### config.mk
export PLATFORM = sky130hd
export DESIGN_NAME = mem_cmd_queue
export DESIGN_NICKNAME = d
export VERILOG_FILES = /design/src/rtl/mem_pkg.sv /design/src/rtl/mem_cmd_fifo.sv /design/src/rtl/mem_cmd_queue.sv
export SDC_FILE = /design/constraint.sdc
export NUM_CORES = 1
export LEC_CHECK = 0
export CAP_MARGIN = 20
export CORE_MARGIN = 2
export CORE_UTILIZATION = 27
export DETAILED_ROUTE_END_ITERATION = 16
export GPL_TIMING_DRIVEN = 0
export PLACE_DENSITY = 0.57
export SLEW_MARGIN = 20
export SYNTH_ARGS = -nofsm -noshare
export SYNTH_HDL_FRONTEND = slang
export SYNTH_SLANG_ARGS = --single-unit
### constraint.sdc
create_clock -name clk -period 2.2 [get_ports clk]
set_input_delay 0.22 -clock clk [delete_from_list [all_inputs] [get_ports clk]]
set_output_delay 0.22 -clock clk [all_outputs]
set_load 0.005 [all_outputs]
### src/rtl/mem_pkg.sv
// Shared types and constants for the memory command queue.
// State encodings, direction constants and entry sizing.
package mem_pkg;

    typedef enum logic [1:0] {
        ST_IDLE   = 2'd0,
        ST_ISSUE  = 2'd1,
        ST_RDWAIT = 2'd2
    } state_t;

    localparam logic WR = 1'b1;
    localparam logic RD = 1'b0;

    // One queued command packs {wr_rd, addr, wdata}.
    function automatic int entry_width(int aw, int w);
        return 1 + aw + w;
    endfunction

endpackage

### src/rtl/mem_cmd_fifo.sv
// Synchronous command FIFO, registered occupancy.
// Head is the oldest entry; a push is seen one cycle later.
module mem_cmd_fifo #(
    parameter int W     = 13,
    parameter int DEPTH = 4
) (
    input  logic         clk,
    input  logic         rst,
    input  logic         push,
    input  logic         pop,
    input  logic [W-1:0] din,
    output logic [W-1:0] head,
    output logic         full,
    output logic         empty
);

    localparam int PW = $clog2(DEPTH);

    logic [W-1:0]  mem [DEPTH];
    logic [PW-1:0] wptr;
    logic [PW-1:0] rptr;
    logic [PW:0]   count;
    logic          do_push;
    logic          do_pop;

    assign full    = (count == (PW+1)'(DEPTH));
    assign empty   = (count == '0);
    assign do_push = push && !full;
    assign do_pop  = pop && !empty;
    assign head    = mem[rptr];

    // Entry storage; occupancy lives in the pointers, not the data.
    always_ff @(posedge clk) begin
        if (do_push) begin
            mem[wptr] <= din;
        end
    end

    // Pointers wrap naturally at DEPTH (power of two).
    always_ff @(posedge clk or negedge rst) begin
        if (!rst) begin
            wptr  <= '0;
            rptr  <= '0;
            count <= '0;
        end else begin
            if (do_push) begin
                wptr <= wptr + 1'b1;
            end
            if (do_pop) begin
                rptr <= rptr + 1'b1;
            end
            unique case ({do_push, do_pop})
                2'b10:   count <= count + 1'b1;
                2'b01:   count <= count - 1'b1;
                default: count <= count;
            endcase
        end
    end

endmodule

### src/rtl/mem_cmd_queue.sv
// Client command queue and request master for a
// valid/ready single-port memory; reads return as pulses.
module mem_cmd_queue
    import mem_pkg::*;
#(
    parameter int WIDTH      = 8,
    parameter int ADDR_WIDTH = 4,
    parameter int DEPTH      = 4
) (
    input  logic                  clk,
    input  logic                  rst,
    input  logic                  cmd_valid,
    output logic                  cmd_ready,
    input  logic                  cmd_wr_rd,
    input  logic [ADDR_WIDTH-1:0] cmd_addr,
    input  logic [WIDTH-1:0]      cmd_wdata,
    output logic                  valid,
    input  logic                  ready,
    output logic                  wr_rd,
    output logic [ADDR_WIDTH-1:0] addr,
    output logic [WIDTH-1:0]      wdata,
    input  logic [WIDTH-1:0]      rdata,
    output logic                  rsp_valid,
    output logic [WIDTH-1:0]      rsp_data,
    output logic [ADDR_WIDTH-1:0] rsp_addr,
    output logic                  busy
);

    localparam int EW = entry_width(ADDR_WIDTH, WIDTH);

    state_t                state;
    logic                  full;
    logic                  empty;
    logic                  push;
    logic                  pop;
    logic [EW-1:0]         din;
    logic [EW-1:0]         head;
    logic                  head_wr;
    logic [ADDR_WIDTH-1:0] head_addr;
    logic [WIDTH-1:0]      head_wdata;

    assign cmd_ready  = !full;
    assign push       = cmd_valid && cmd_ready;
    assign din        = {cmd_wr_rd, cmd_addr, cmd_wdata};
    // Head leaves the FIFO only when the memory accepts it.
    assign pop        = (state == ST_ISSUE) && ready;
    assign head_wr    = head[EW-1];
    assign head_addr  = head[WIDTH +: ADDR_WIDTH];
    assign head_wdata = head[WIDTH-1:0];
    assign busy       = !empty || (state != ST_IDLE);

    mem_cmd_fifo #(
        .W     (EW),
        .DEPTH (DEPTH)
    ) u_fifo (
        .clk   (clk),
        .rst   (rst),
        .push  (push),
        .pop   (pop),
        .din   (din),
        .head  (head),
        .full  (full),
        .empty (empty)
    );

    // Issue FSM: load head, hold request until accepted,
    // then capture read data one cycle after acceptance.
    always_ff @(posedge clk or negedge rst) begin
        if (!rst) begin
            state     <= ST_IDLE;
            valid     <= 1'b0;
            wr_rd     <= RD;
            addr      <= '0;
            wdata     <= '0;
            rsp_valid <= 1'b0;
            rsp_data  <= '0;
            rsp_addr  <= '0;
        end else begin
            rsp_valid <= 1'b0;
            unique case (state)
                ST_IDLE: begin
                    if (!empty) begin
                        wr_rd <= head_wr;
                        addr  <= head_addr;
                        wdata <= head_wdata;
                        valid <= 1'b1;
                        state <= ST_ISSUE;
                    end
                end
                ST_ISSUE: begin
                    if (ready) begin
                        valid <= 1'b0;
                        state <= (wr_rd == WR) ? ST_IDLE
                                               : ST_RDWAIT;
                    end
                end
                ST_RDWAIT: begin
                    rsp_data  <= rdata;
                    rsp_addr  <= addr;
                    rsp_valid <= 1'b1;
                    state     <= ST_IDLE;
                end
                default: begin
                    valid <= 1'b0;
                    state <= ST_IDLE;
                end
            endcase
        end
    end

endmodule

==> results.md, run 1 <==
- Outcome: complete, no violations
- Post-route setup TNS: 0 ns
- Core box area: 12470 µm²
- GRT Util Overall: 9.699%
- Cell family with most CP delay: simple AND/OR/NAND/NOR gates
- I/O Pins: 54
- Initial core utilization: 27.33%
- Gpl congestion: 0.6417
- Worst Tran Pin Value: 0.7677 ns
- Worst-case clock buffer depth: 2
- CTS clock-pin slew for the worst setup and hold paths: 0.07 ns
- Hold slack: 0.3680 ns
- Main synth FF type: edfxtp_1
- CTS Sinks: 88
- Yosys Warn Count: 0
- WL per Instance: 14.52 µm
- Synth area leader: edfxtp_1
- Dpl hpwl: 4057 µm
- Slowest CP cell: or3b_4
- Post-route ant nets: 0
- Cell Rows: 41
- Final setup vio count: 0
- Final instance area: 4497 µm²
- Drt initial violations: 74
- Drt pass-1 iters: 3
- Seq/Total Area, Yosys: 72.27%
- CP Class: reg2reg
- Unrepaired setup endpoints after global routing: yes
- Routed WL: 6083 µm
- N_diodes: 0
- Vias in the first global route: 1737
- Post-synth EDFFs: 52
- Post-Route Skew: 0.008655 ns
- F_max: 471.1 MHz
- Chip Width: 116.3 µm
- Critical path required time: 2.46 ns
- Fin. max-slew vios: 0
- Number of buffers created by CTS: 9
- Initial antenna violation count: 0
- Post-synthesis cell type count: 27
- Full die area: 13530 µm²
- Synth top area share: 45.83%
- Async SR Flop Fraction: 40.91%
- Worst-path cell chain: or3b_4 -> and2_4 -> inv_1 -> ha_2 -> inv_1 -> fa_1 -> xor2_1 -> nor2_1 -> xor2_1
- Maxcap violations: 0
- Critical path launch point type: flop
- Bufs and invs on worst path: 2
- Synth-to-Final Area Change: 31.99%
- DRC: 0
- Cell with the most instances after synthesis: edfxtp_1
- Die height: 116.3 µm
- Vias/cell: 4.081
- Placed cell areas: 4175 µm²
- HP Class: in2async
- I/O Buffers: 53
- Maximum VDD drop: 381.8 µV
- Clock root cell: clkbuf_16
- # H-tree levels: 3
- Final net count: 273
- Post-layout min period: 2.123 ns
- Power per cell area: 1349 nW/µm²
- Top cells by count, synth: 52 x edfxtp_1, 36 x dfrtp_1, 25 x mux2_2
- Cells after Synth: 173
- CTS tree: done
- Worst-Skew Late Latency: 0.33 ns
- CP Max Fanout: 4
- GR Util met2: 16.05%
- GRT met1 Usage: 12.14%
- Synthesized cell area: 3407 µm²
- Synth top area cells: edfxtp_1 46%, dfrtp_1 26%, mux2_2 8.3%
- Crit share post-route: 96.49%
- Seq cells post-synth: 88
- # fillers: 1199
- Share of cells above drive strength 1: 24.70%
- Grt total ovfl: 0
- Place WS: -0.09427 ns
- Max incr delay on CP: 0.42 ns
- Post-Syn Nets: 204
- Met3 usage: 2.491%
- Final worst slack: 0.07716 ns
- Max_slew headroom: 48.82%
- Largest net degree at the start of global routing: 22
- First-pass GRT wire length: 9528 µm
- Endpoints failing hold: 0
- Leakage power: 0.001674 µW
- Syn_area_per_cell: 19.69 µm²
- CP arrival: 2.38 ns
- Crit end category: flop
- Vias: 1710
- Grt peak-use layer: met2
-- state kept, by name, summed over array words and instances, names as in the netlist --
name          flops
addr              4
rsp_addr          4
rsp_data          8
rsp_valid         1
state             2
u_fifo.count      3
u_fifo.mem       52
u_fifo.rptr       2
u_fifo.wptr       2
valid             1
wdata             8
wr_rd             1
-- what timing repair did --
action,4_1_cts,5_1_grt
buffers inserted,2,1
pin swaps,0,1
resized for setup,0,1
hold buffers,1,0
hold endpoints to repair,15,0
setup endpoints to repair,1,2
-- logic make-up after synthesis --
group,Yosys count,synth area share [%]
flip-flops,88,72.27
multiplexers,40,18.03
AND/OR/NAND/NOR,18,3.048
buffers and inverters,12,2.093
XOR/XNOR,6,1.542
adder cells (fa/ha/maj),6,2.424
AO/OA/AOI/OAI,3,0.5876
-- metal layers --
layer,wire (µm),up-vias
li1,-,804
met1,2713,865
met2,3090,37
met3,232,4
met4,47,0
met5,0,-
-- power by group --
group / switching [µW] / total [µW] / internal, µW
Clock: 666 / 1450 / 787
Combinational: 782 / 2040 / 1260
Sequential: 256 / 2570 / 2310
-- stage by stage --
| step | instances | util (%) | total power [µW] |
|---|---|---|---|
| after floorplan | 173 | - | 3748 |
| after global placement | 398 | 33.31 | 4621 |
| after detailed placement | 399 | 33.49 | 4678 |
| after CTS | 418 | 35.99 | 6178 |
| after global routing | 419 | 36.07 | 6459 |
| final | 419 | 36.07 | 6065 |
-- cell usage in the layout (no fill, tap or decap), types with 2 or more instances in the layout --
cell type         n
clkdlybuf4s50_1  52
edfxtp_1         52
dfrtp_1          36
mux2_2           25
clkbuf_16         9
mux4_2            8
inv_1             7
mux4_1            5
buf_4             4
and3_1            4
xor2_1            4
ha_1              4
nor3_1            3
nand2_1           3
nor2_1            3
buf_6             3
inv_6             3
xnor2_1           2
clkinvlp_4        2
-- layout make-up --
| cell class | instances | area [µm²] | share of cell area, % |
|---|---|---|---|
| Buffer | 5 | 45.04 | 1.002 |
| Clock buffer | 9 | 225.2 | 5.008 |
| Clock inverter | 7 | 61.31 | 1.363 |
| Inverter | 7 | 26.28 | 0.5843 |
| Multi-Input combinational cell | 73 | 875.8 | 19.48 |
| Sequential cell | 88 | 2462 | 54.76 |
| Tap cell | 172 | 215.2 | 4.786 |
| Timing Repair Buffer | 58 | 585.6 | 13.02 |
-- final timing paths --
path                              endpoint             from  cells past startpoint  slack (ns)
max                        u_fifo.count[2]  u_fifo.count[1]                      9        0.08
min                        u_fifo.count[2]              rst                      2        0.37
max reg2reg                u_fifo.count[2]  u_fifo.count[1]                      9        0.08
min reg2reg                u_fifo.count[2]  u_fifo.count[2]                      1        0.50
max in group asynchronous         wdata[4]              rst                      3        1.38
min in group clk               rsp_data[6]         rdata[6]                      2        0.50
Note: power is estimated with default switching activity, not from simulation.
==> inputs of run 2 (changes only) <==
- ABC_AREA: unset -> 1
==> run 2 against run 1 <==
  * Power up 8.4%
  * Highest routed layer unchanged
  * Largest cell class unchanged
  * Via count up 45%
  * Clock power up 3%
  * Combinational power up 24%
  * Die area up 8.3%
  * Routed wire length up 26%
  * Critical path depth unchanged
==> results.md, run 2 <==
- Outcome: complete, no violations
- F_max: 497.7 MHz
- Worst-path cell chain: nor2_2 -> nand2_1 -> nand2_2 -> ha_1 -> inv_1 -> fa_1 -> nand2_1 -> nand3b_1 -> xor2_1
- Crit end category: flop
- I/O Buffers: 53
- Post-CTS Repair Setup Buffers: 0
- # H-tree levels: 3
- Clock root cell: clkbuf_16
- Worst-Skew Late Latency: 0.33 ns
- Place WS: 0.004531 ns
- Max reg flops: 52
- Post-synth EDFFs: 52
- Seq cells post-synth: 88
- Synth top area share: 42.22%
- Top cells by count, synth: 138 x nand2_1, 52 x edfxtp_1, 43 x inv_1
- Vias in the first global route: 2529
- Worst Tran Pin Value: 0.8046 ns
- HP Class: in2async
- GRT Util Overall: 11.36%
- Crit share post-route: 91.33%
- Dpl hpwl: 5145 µm
- R2r worst-path depth: 9
- Cell with the most instances after synthesis: nand2_1
- Post-synthesis cell type count: 22
- CP Class: reg2reg
- Maximum VDD drop: 416.9 µV
- Routed WL: 7667 µm
- Post-route ant nets: 0
- Hold buffers post-CTS: 1
- Power per cell area: 1375 nW/µm²
- Leakage power: 0.002145 µW
- Full die area: 14650 µm²
- Post-Syn Nets: 395
- Drt initial violations: 151
- I/O Pins: 54
- CP Max Fanout: 8
- Largest net degree at the start of global routing: 31
- Initial antenna violation count: 0
- Most used cell, CP: nand2_1
- Worst r2r dst: u_fifo.count[2]
- Post-layout min period: 2.009 ns
- Number of buffers created by CTS: 9
- Maxcap violations: 0
- N_diodes: 0
- Worst-case clock buffer depth: 2
- Final net count: 461
- First-pass GRT wire length: 12740 µm
- Vias: 2478
- Synth area leader: edfxtp_1
- Post-Route Skew: 0.007276 ns
- Critical path launch point type: flop
- Grt total ovfl: 0
- Unrepaired setup endpoints after global routing: no
- Most common cell after layout, fill and taps aside: nand2_1
- Chip Width: 121.0 µm
- Commonest non-fill, non-tap cells in the layout: 138 x nand2_1, 52 x clkdlybuf4s50_1, 52 x edfxtp_1
- Synth top area cells: edfxtp_1 42%, dfrtp_1 24%, nand2_1 14%
- WL per Instance: 12.55 µm
- Placed cell areas: 4474 µm²
- Final setup vio count: 0
- DRC: 0
- Slowest CP cell: dfrtp_1
- Share of cells above drive strength 1: 10.34%
- Cell Rows: 42
- Yosys Warn Count: 0
- Cts repair resizes: 0
- Hold slack: 0.2655 ns
- Endpoints failing hold: 0
- Vias/cell: 4.056
- Gpl congestion: 0.7164
- Core box area: 13300 µm²
- Seq/Total Area, Yosys: 66.58%
- CTS clock-pin slew for the worst setup and hold paths: 0.06 ns
- Initial core utilization: 27.82%
- R2R setup slack: 0.19 ns
- Fin. max-slew vios: 0
- Final instance area: 4782 µm²
- CTS Sinks: 88
- Final worst slack: 0.1908 ns
- Syn_area_per_cell: 10.16 µm²
- Max_slew headroom: 46.30%
- Critical path required time: 2.41 ns
- Cells after Synth: 364
- Worst R2R Start: u_fifo.count[0]
- Top reg by flops: u_fifo.mem
- Max incr delay on CP: 0.41 ns
- Die height: 121.0 µm
- Async SR Flop Fraction: 40.91%
- Largest registers: u_fifo.mem: 52 flops, rsp_data: 8 flops, wdata: 8 flops
- Drt pass-1 iters: 6
- CTS tree: done
- Synth-to-Final Area Change: 29.30%
- Synthesized cell area: 3699 µm²
- Main synth FF type: edfxtp_1
- CP arrival: 2.22 ns
## run 2: changes by cell type after synthesis, moves of 3 or more
cell,previous run,this run
mux4_2,8,0
nand2_1,3,138
nand3_1,0,17
mux2_2,25,0
and3_1,4,0
nor2_1,3,33
nor3_1,3,0
buf_2,0,5
inv_1,7,43
mux4_1,5,0
buf_4,1,4
or2_2,0,7
or2_0,0,6
## run 2: metal layers
| layer | part of all wire [%] | track usage (%) |
|---|---|---|
| met2 | 47 | 18.61 |
| met5 | 0 | 0 |
| met4 | 0.31 | 3.706 |
| met3 | 5.0 | 2.961 |
| met1 | 48 | 14.65 |
## run 2: kinds of logic (layout without fill, tap and decap cells)
| family | after synthesis | count (layout) | share of synthesized area [%] |
|---|---|---|---|
| flip-flops | 88 | 88 | 66.58 |
| AO/OA/AOI/OAI | 3 | 3 | 0.4058 |
| AND/OR/NAND/NOR | 205 | 205 | 22.56 |
| adder cells (fa/ha/maj) | 6 | 6 | 2.233 |
| XOR/XNOR | 5 | 5 | 1.184 |
| buffers and inverters | 57 | 128 | 7.036 |
## run 2: where the power goes
part	internal, µW	total (µW)	switching (µW)
combinational	1130	2530	1390
clock	886	1500	615
sequential	2300	2540	243
## run 2: cell type report
class                      count  area, µm²
fill                        1301       8513
sequential                    88       2462
multi-input combinational    219      985.9
timing repair buffer          55      555.5
clock buffer                  10      229.0
tap                          176      220.2
inverter                      45      171.4
buffer                        12      88.84
clock inverter                 6      68.82
## run 2: worst max path at each step
stage	end	slack [ns]	cells after the start	from
after global placement	u_fifo.mem[3][5]	-0.08	3	cmd_valid
after global routing	u_fifo.count[2]	0.04	9	u_fifo.count[0]
after detailed placement	u_fifo.count[2]	0.005	11	ready
after floorplan	u_fifo.count[2]	0.44	9	u_fifo.count[0]
after CTS	u_fifo.count[2]	0.18	9	u_fifo.count[0]
final	u_fifo.count[2]	0.19	9	u_fifo.count[0]
## run 2: stage by stage
stage	setup TNS (ns)	utilization [%]	power (µW)	std cells
after floorplan	0	-	4031	364
after global placement	-3.368	33.47	5047	593
final	0	35.97	6575	611
after CTS	0	35.97	6651	611
after global routing	0	35.97	7108	611
after detailed placement	0	33.65	5126	594
## run 2: worst max-delay path: cells and delay by family (launching register included)
| family | cells | cell delay (ns) |
|---|---|---|
| AND/OR/NAND/NOR | 5 | 0.65 |
| adder cells (fa/ha/maj) | 2 | 0.60 |
| flip-flops | 1 | 0.41 |
| XOR/XNOR | 1 | 0.15 |
| buffers and inverters | 1 | 0.07 |
